--- src/rtl/linalg_pkg.sv ---
// Shared linear-algebra definitions: datapath word width and the
// load/drain state encoding used by the streaming transpose controller.
package linalg_pkg;

    localparam int WORD_W = 32;

    typedef enum logic {
        ST_LOAD,
        ST_DRAIN
    } xpose_state_t;

endpackage

--- src/rtl/mat_transpose.sv ---
// Combinational M x N matrix transpose: mat_t[j][i] = mat[i][j].
// Pure wiring; the controller adds all sequencing.
module mat_transpose
    import linalg_pkg::*;
#(
    parameter int M = 2,
    parameter int N = 3
) (
    input  logic [M-1:0][N-1:0][WORD_W-1:0] mat,
    output logic [N-1:0][M-1:0][WORD_W-1:0] mat_t
);

    for (genvar i = 0; i < M; i++) begin : g_row
        for (genvar j = 0; j < N; j++) begin : g_col
            assign mat_t[j][i] = mat[i][j];
        end
    end

endmodule

--- src/rtl/mat_transpose_stream_ctrl.sv ---
// Streaming transpose: buffers M input rows of N words, then emits the N
// columns as M-word output rows. Both sides use valid/ready handshakes.
module mat_transpose_stream_ctrl
    import linalg_pkg::*;
#(
    parameter int M = 2,
    parameter int N = 3
) (
    input  logic                         clk,
    input  logic                         rst_n,
    input  logic                         clear,
    input  logic                         in_valid,
    output logic                         in_ready,
    input  logic [N-1:0][WORD_W-1:0]     in_row,
    output logic                         out_valid,
    input  logic                         out_ready,
    output logic [M-1:0][WORD_W-1:0]     out_row,
    output logic                         busy,
    output logic                         done
);

    // Handshake rule on both ports: a beat transfers on a rising edge where
    // valid and ready are both high; out_valid/out_row stay put until then.
    localparam int RW = (M > 1) ? $clog2(M) : 1;
    localparam int CW = (N > 1) ? $clog2(N) : 1;

    xpose_state_t state, state_nxt;
    logic [RW-1:0] r_cnt;
    logic [CW-1:0] c_cnt;
    logic [M-1:0][N-1:0][WORD_W-1:0] row_buf;
    logic [N-1:0][M-1:0][WORD_W-1:0] transposed;

    logic in_hs, out_hs, r_last, c_last;

    assign in_hs  = in_valid && in_ready;
    assign out_hs = out_valid && out_ready;
    assign r_last = (r_cnt == RW'(M - 1));
    assign c_last = (c_cnt == CW'(N - 1));

    mat_transpose #(
        .M(M),
        .N(N)
    ) genloop_xpose (
        .mat   (row_buf),
        .mat_t (transposed)
    );

    always_ff @(posedge clk) begin
        if (!rst_n) begin
            state <= ST_LOAD;
        end else if (clear) begin
            state <= ST_LOAD;
        end else begin
            state <= state_nxt;
        end
    end

    always_comb begin
        state_nxt = state;
        case (state)
            ST_LOAD:  if (in_hs && r_last)  state_nxt = ST_DRAIN;
            ST_DRAIN: if (out_hs && c_last) state_nxt = ST_LOAD;
            default:  state_nxt = ST_LOAD;
        endcase
    end

    always_comb begin
        in_ready  = (state == ST_LOAD);
        out_valid = (state == ST_DRAIN);
        busy      = (state == ST_DRAIN) || (r_cnt != '0);
        out_row   = '0;
        if (state == ST_DRAIN) out_row = transposed[c_cnt];
    end

    // Clear keeps the buffer contents; they are overwritten before reuse.
    always_ff @(posedge clk) begin
        if (!rst_n) begin
            r_cnt   <= '0;
            c_cnt   <= '0;
            done    <= 1'b0;
            row_buf <= '0;
        end else if (clear) begin
            r_cnt <= '0;
            c_cnt <= '0;
            done  <= 1'b0;
        end else begin
            done <= out_hs && c_last;
            if (in_hs) begin
                row_buf[r_cnt] <= in_row;
                if (r_last) begin
                    r_cnt <= '0;
                    c_cnt <= '0;
                end else begin
                    r_cnt <= r_cnt + RW'(1);
                end
            end
            if (out_hs) begin
                c_cnt <= c_last ? '0 : c_cnt + CW'(1);
            end
        end
    end

endmodule

--- config.mk ---
export PLATFORM = sky130hd
export DESIGN_NAME = mat_transpose_stream_ctrl
export DESIGN_NICKNAME = d
export VERILOG_FILES = /design/src/rtl/linalg_pkg.sv /design/src/rtl/mat_transpose.sv /design/src/rtl/mat_transpose_stream_ctrl.sv
export SDC_FILE = /design/constraint.sdc
export NUM_CORES = 1
export LEC_CHECK = 0
export CAP_MARGIN = 40
export CORE_MARGIN = 2
export CORE_UTILIZATION = 47
export CTS_CLUSTER_DIAMETER = 80
export DETAILED_ROUTE_END_ITERATION = 7
export HOLD_SLACK_MARGIN = 0.03
export PLACE_DENSITY = 0.84
export SETUP_SLACK_MARGIN = 0.1
export SLEW_MARGIN = 20
export SYNTH_ARGS = -nofsm -noshare
export SYNTH_HDL_FRONTEND = slang
export SYNTH_SLANG_ARGS = --single-unit
--- constraint.sdc ---
create_clock -name clk -period 1.6 [get_ports clk]
set_input_delay 0.16 -clock clk [delete_from_list [all_inputs] [get_ports clk]]
set_output_delay 0.16 -clock clk [all_outputs]
set_load 0.05 [all_outputs]
Yosys cells after proc, flatten, opt, wreduce, memory -nomap -nowiden
Index checks and enable logic that the tools add are counted.
{"block": "totals", "ff_bits": 197, "latchBits": 0, "mem_bits_rw": 0, "rom_bits": 0, "out_inout_bits": 68, "elab_cells": 44, "memories": 0}
{"block": "op_classes", "n_addsub": 2, "mul": 0, "div": 0, "magnitude_cmp": 3, "n_eq_ne": 1, "shifts": 0, "mux": 14, "n_bitwise": 3, "n_reduce_logical": 11}
{"op": "192-bit bitwise mux", "count": 1}
{"op": "64-bit binary-select mux with 2-bit select", "count": 1}
{"op": "64-bit 2-to-1 mux", "count": 2}
{"op": "96-bit demux with 1-bit select", "count": 1}
{"op": "96-bit 2-to-1 mux", "count": 1}
{"op": "2-bit 2-to-1 mux", "count": 4}
{"op": "1-bit logical AND", "count": 5}
{"op": "2-bit AND reduction", "count": 2}
{"op": "2-bit nonzero test", "count": 2}
{"op": "2-bit by 3-bit < comparator with 1-bit output (second input constant)", "count": 1}
{"op": "1-bit 2-to-1 mux", "count": 3}
{"op": "1-bit NOT", "count": 3}
{"op": "2-bit by 1-bit adder with 2-bit output (second input constant)", "count": 1}
{"op": "2-bit == test (second input constant)", "count": 1}
{"op": "1-bit by 2-bit < comparator with 1-bit output (second input constant)", "count": 1}
{"op": "1-bit one-hot mux with 2 select lines", "count": 1}
{"op": "2-bit OR reduction", "count": 1}
{"op": "1-bit adder (second input constant)", "count": 1}
{"op": "1-bit >= comparator (second input constant)", "count": 1}
{"op": "1-bit logical OR", "count": 1}

Depth between registers and ports, before layout
{"block": "logic_depth", "word_depth": 5, "ltp_mapped": 6, "ltp_nobuf": 3}

Modules after synthesis
Synthesis repeated with hierarchy kept, for this count alone.
{"block": "hier_totals", "hier_cells": 1355, "area_unflattened_um2": 10304.9}
{"module": "mat_transpose_stream_ctrl", "instances": 1, "cells_each": 1163, "area_per_inst_um2": 8863.5, "seq_area_each_um2": 3943.8}
{"module": "mat_transpose", "instances": 1, "cells_each": 192, "area_per_inst_um2": 1441.4, "seq_area_each_um2": 0.0}

Least setup slack after synthesis
No wires, ideal clock.
{"block": "synth_path", "path_kind": "reg-to-output", "start": "register state, in the netlist out_valid", "end": "output out_row[13] in the netlist's numbering", "arrival_ps": 2146, "t_required_ps": 1440, "path_slack_ps": -706, "path_stages_with_launch": 4, "path_cell_list": "dfxtp_1 inv_1 clkbuf_1 a21oi_1"}
{"item": "from (decl)", "line_no": "mat_transpose_stream_ctrl.sv:27", "rtl": "xpose_state_t state, state_nxt;"}
{"item": "from (signal assigned)", "line_no": "mat_transpose_stream_ctrl.sv:54", "rtl": "state <= state_nxt;"}
{"item": "to (decl)", "line_no": "mat_transpose_stream_ctrl.sv:17", "rtl": "output logic [M-1:0][WORD_W-1:0] out_row,"}

==> metrics <==
share of layout cells above drive strength 1 45.8%; Detail Route Antenna Nets 0; Static Leak 5.57 nW; Detail Placement HPWL 18.1 mm; outcome finished with violations; mapped cell area 0.00845 mm2; RSZ-0062 raised after global routing yes; Placed Area 0.0122 mm2; first-pass GRT wire length 62.5 mm; FP Rows 49; reg2reg setup slack -0.33 ns; Hold EP row_buf[43]; CTS clock-pin slew for the worst setup and hold paths 0.07 ns; register area share after synthesis 46.7%; CP endpoint kind primary output; Tmin final 2.38 ns; Final Non-Filler Cells 1,496; Hold-fix buffers, CTS 0; vias in the first global route 10,100; 1st-iter DRT viols 2,304; DRC 44; Hold Path Stages 3; Worst Hold Class input pin to flip-flop; cell area after layout 0.0156 mm2; CTS root buf clkbuf_16; Top-Level Pins 169; post-route setup TNS -45.02 ns; worst-skew pair later-pin latency 0.47 ns; Final period util 149%; via/cell ratio 7.49; Synth Net Count 1,157; WL/cell 35.6 um; vias 11,200; Critical Path Fanout Max 17; Hold Fails Final Rpt 0; multi-input logic area 0.00631 mm2; worst reg2reg path endpoint row_buf[120]; Filler Cell Count 621; DIE HEIGHT 138 um; min-delay src rst_n; max-capacitance violation count 0; H-tree Lvls 4; Die X-Extent 138 um; Final setup viols 165; IO Port Bufs 168; cell count after placement 1,388; reg2reg start out_valid; total CTS buffers 17; PnR worst setup slack -0.784 ns; clock sinks 197; Syn Inst Count 1,056; Max VDD drop 0.000910 V; initial antenna violation count 4; worst slew pin tran 0.640 ns; Final Skew 0.0130 ns; area added between synthesis and finish 85.0%; GP Congestion 0.862; WS Path Type flip-flop to primary output; fin util 87.9%; Worst Path Required 1.44 ns; Mapped Avg Cell Area 8.00 um2; Core ar. 0.0178 mm2; Yosys reg bits 197; f_max 419 MHz; Final Max Slew Viols 0; Slew headroom 57.1%; Starting Density 47.5%; startpoint types flip-flop; Unique masters post-synth 25; synth warn 0; largest net degree at the start of global routing 82; remaining global-route overflow 0; drt first pass iters 8; Worst Path Arrival 2.22 ns; register area 0.00396 mm2; power per cell area 736 mW/mm2; CTS max path bufs 2; CTS tree yes; fin nets 1,353; Routed Wire Length 53.2 mm; Worst Reg2Reg Path Length in Cells 6; Die Area 0.0191 mm2; GR Util All Layers 42.4%; Post-Place Setup Slack -0.222 ns; failing checks design-rule violations, negative setup slack
[cell usage after synthesis (all sizes together)]
master | instances | area share [%]
o21ai | 192 | 11
nor2 | 1 | 0.044
a21o | 1 | 0.089
buf | 42 | 3.0
a21oi | 67 | 4.0
nor4b | 1 | 0.10
nand2b | 1 | 0.074
nand4bb | 1 | 0.13
nand2 | 161 | 7.2
inv | 1 | 0.044
mux2i | 64 | 7.6
or4b | 1 | 0.16
or2 | 65 | 4.8
xnor2 | 1 | 0.10
nand3b | 1 | 0.089
nand3 | 194 | 11
or3 | 1 | 0.074
nand4b | 1 | 0.10
dfxtp | 197 | 47
clkbuf | 61 | 2.7
nor2b | 2 | 0.15
[cell families after synthesis]
kind of cell              synth area share, %
AOI/OAI and AO/OA                        15.4
xor gates and xnor gates                0.104
buffers and inverters                    5.78
DFF                                      46.7
muxes                                    7.59
and+or+nand+nor                          24.4
[worst max path at each step]
stage,start,cells past startpoint,slack [ns],to
3_3_place_gp,clear,5,-0.17,row_buf[58]
3_5_place_dp,clear,5,-0.22,row_buf[1]
4_1_cts,c_cnt[0],6,-0.44,out_row[17]
6_report,c_cnt[0],6,-0.78,out_row[43]
2_1_floorplan,c_cnt[0],5,0.02,out_row[40]
5_1_grt,c_cnt[0],6,-0.78,out_row[43]
[per-stage QoR]
stage,hold slack (ns),power [mW]
floorplan,0.309,5.83
global placement,0.442,6.24
detailed placement,0.450,6.28
CTS,0.101,10.7
global route,0.124,11.6
finish,0.106,11.5
[report_power, final]
part | switching [mW] | internal, mW
Combinational | 1.07 | 0.855
Sequential | 0.182 | 5.06
Clock | 2.13 | 2.21
Total | 3.38 | 8.12
[metal layers]
layer | share of wire, % | vias to the layer above | GRT usage, %
li1 | - | 4060 | -
met5 | 0 | - | 0
met2 | 40 | 1432 | 63.4
met1 | 33 | 5204 | 52.1
met4 | 10 | 0 | 28.7
met3 | 17 | 506 | 13.6
[what timing repair did]
action,in CTS,in global routing
gates resized for setup,158,259
gates cloned,28,16
setup endpoints to repair,110,194
setup buffers,22,12
pin swaps,79,99
[flip-flops by register name, indices dropped and copies added (netlist names)]
register	count
row_buf	192
done	1
c_cnt	2
r_cnt	1
out_valid	1
[cell usage in the layout (no fill, tap or decap), drive strengths merged, types with 37 or more instances in the layout]
cell type      instances
nand2                161
o21ai                192
mux2i                 64
nand3                194
a21oi                 67
buf                  164
dfxtp                197
clkbuf                37
or2                   65
clkdlybuf4s50         99
[final cells by class]
cell class	count	share of cell area, %
sequential	197	25.3
timing repair buffer	278	28.7
antenna	4	0.0641
multi-input combinational	756	40.4
tap	229	1.83
clock buffer	22	2.97
timing repair inverter	1	0.0560
inverter	1	0.192
clock inverter	8	0.504
[critical path, cell delays in order, from the launching register on]
cell and delay [ns]:
dfxtp_4 0.45, buf_12 0.21, buf_4 0.14, mux2i_1 0.46, or2_4 0.26, a21oi_4 0.07, buf_12 0.15
Power figures use the tool's default switching activity.
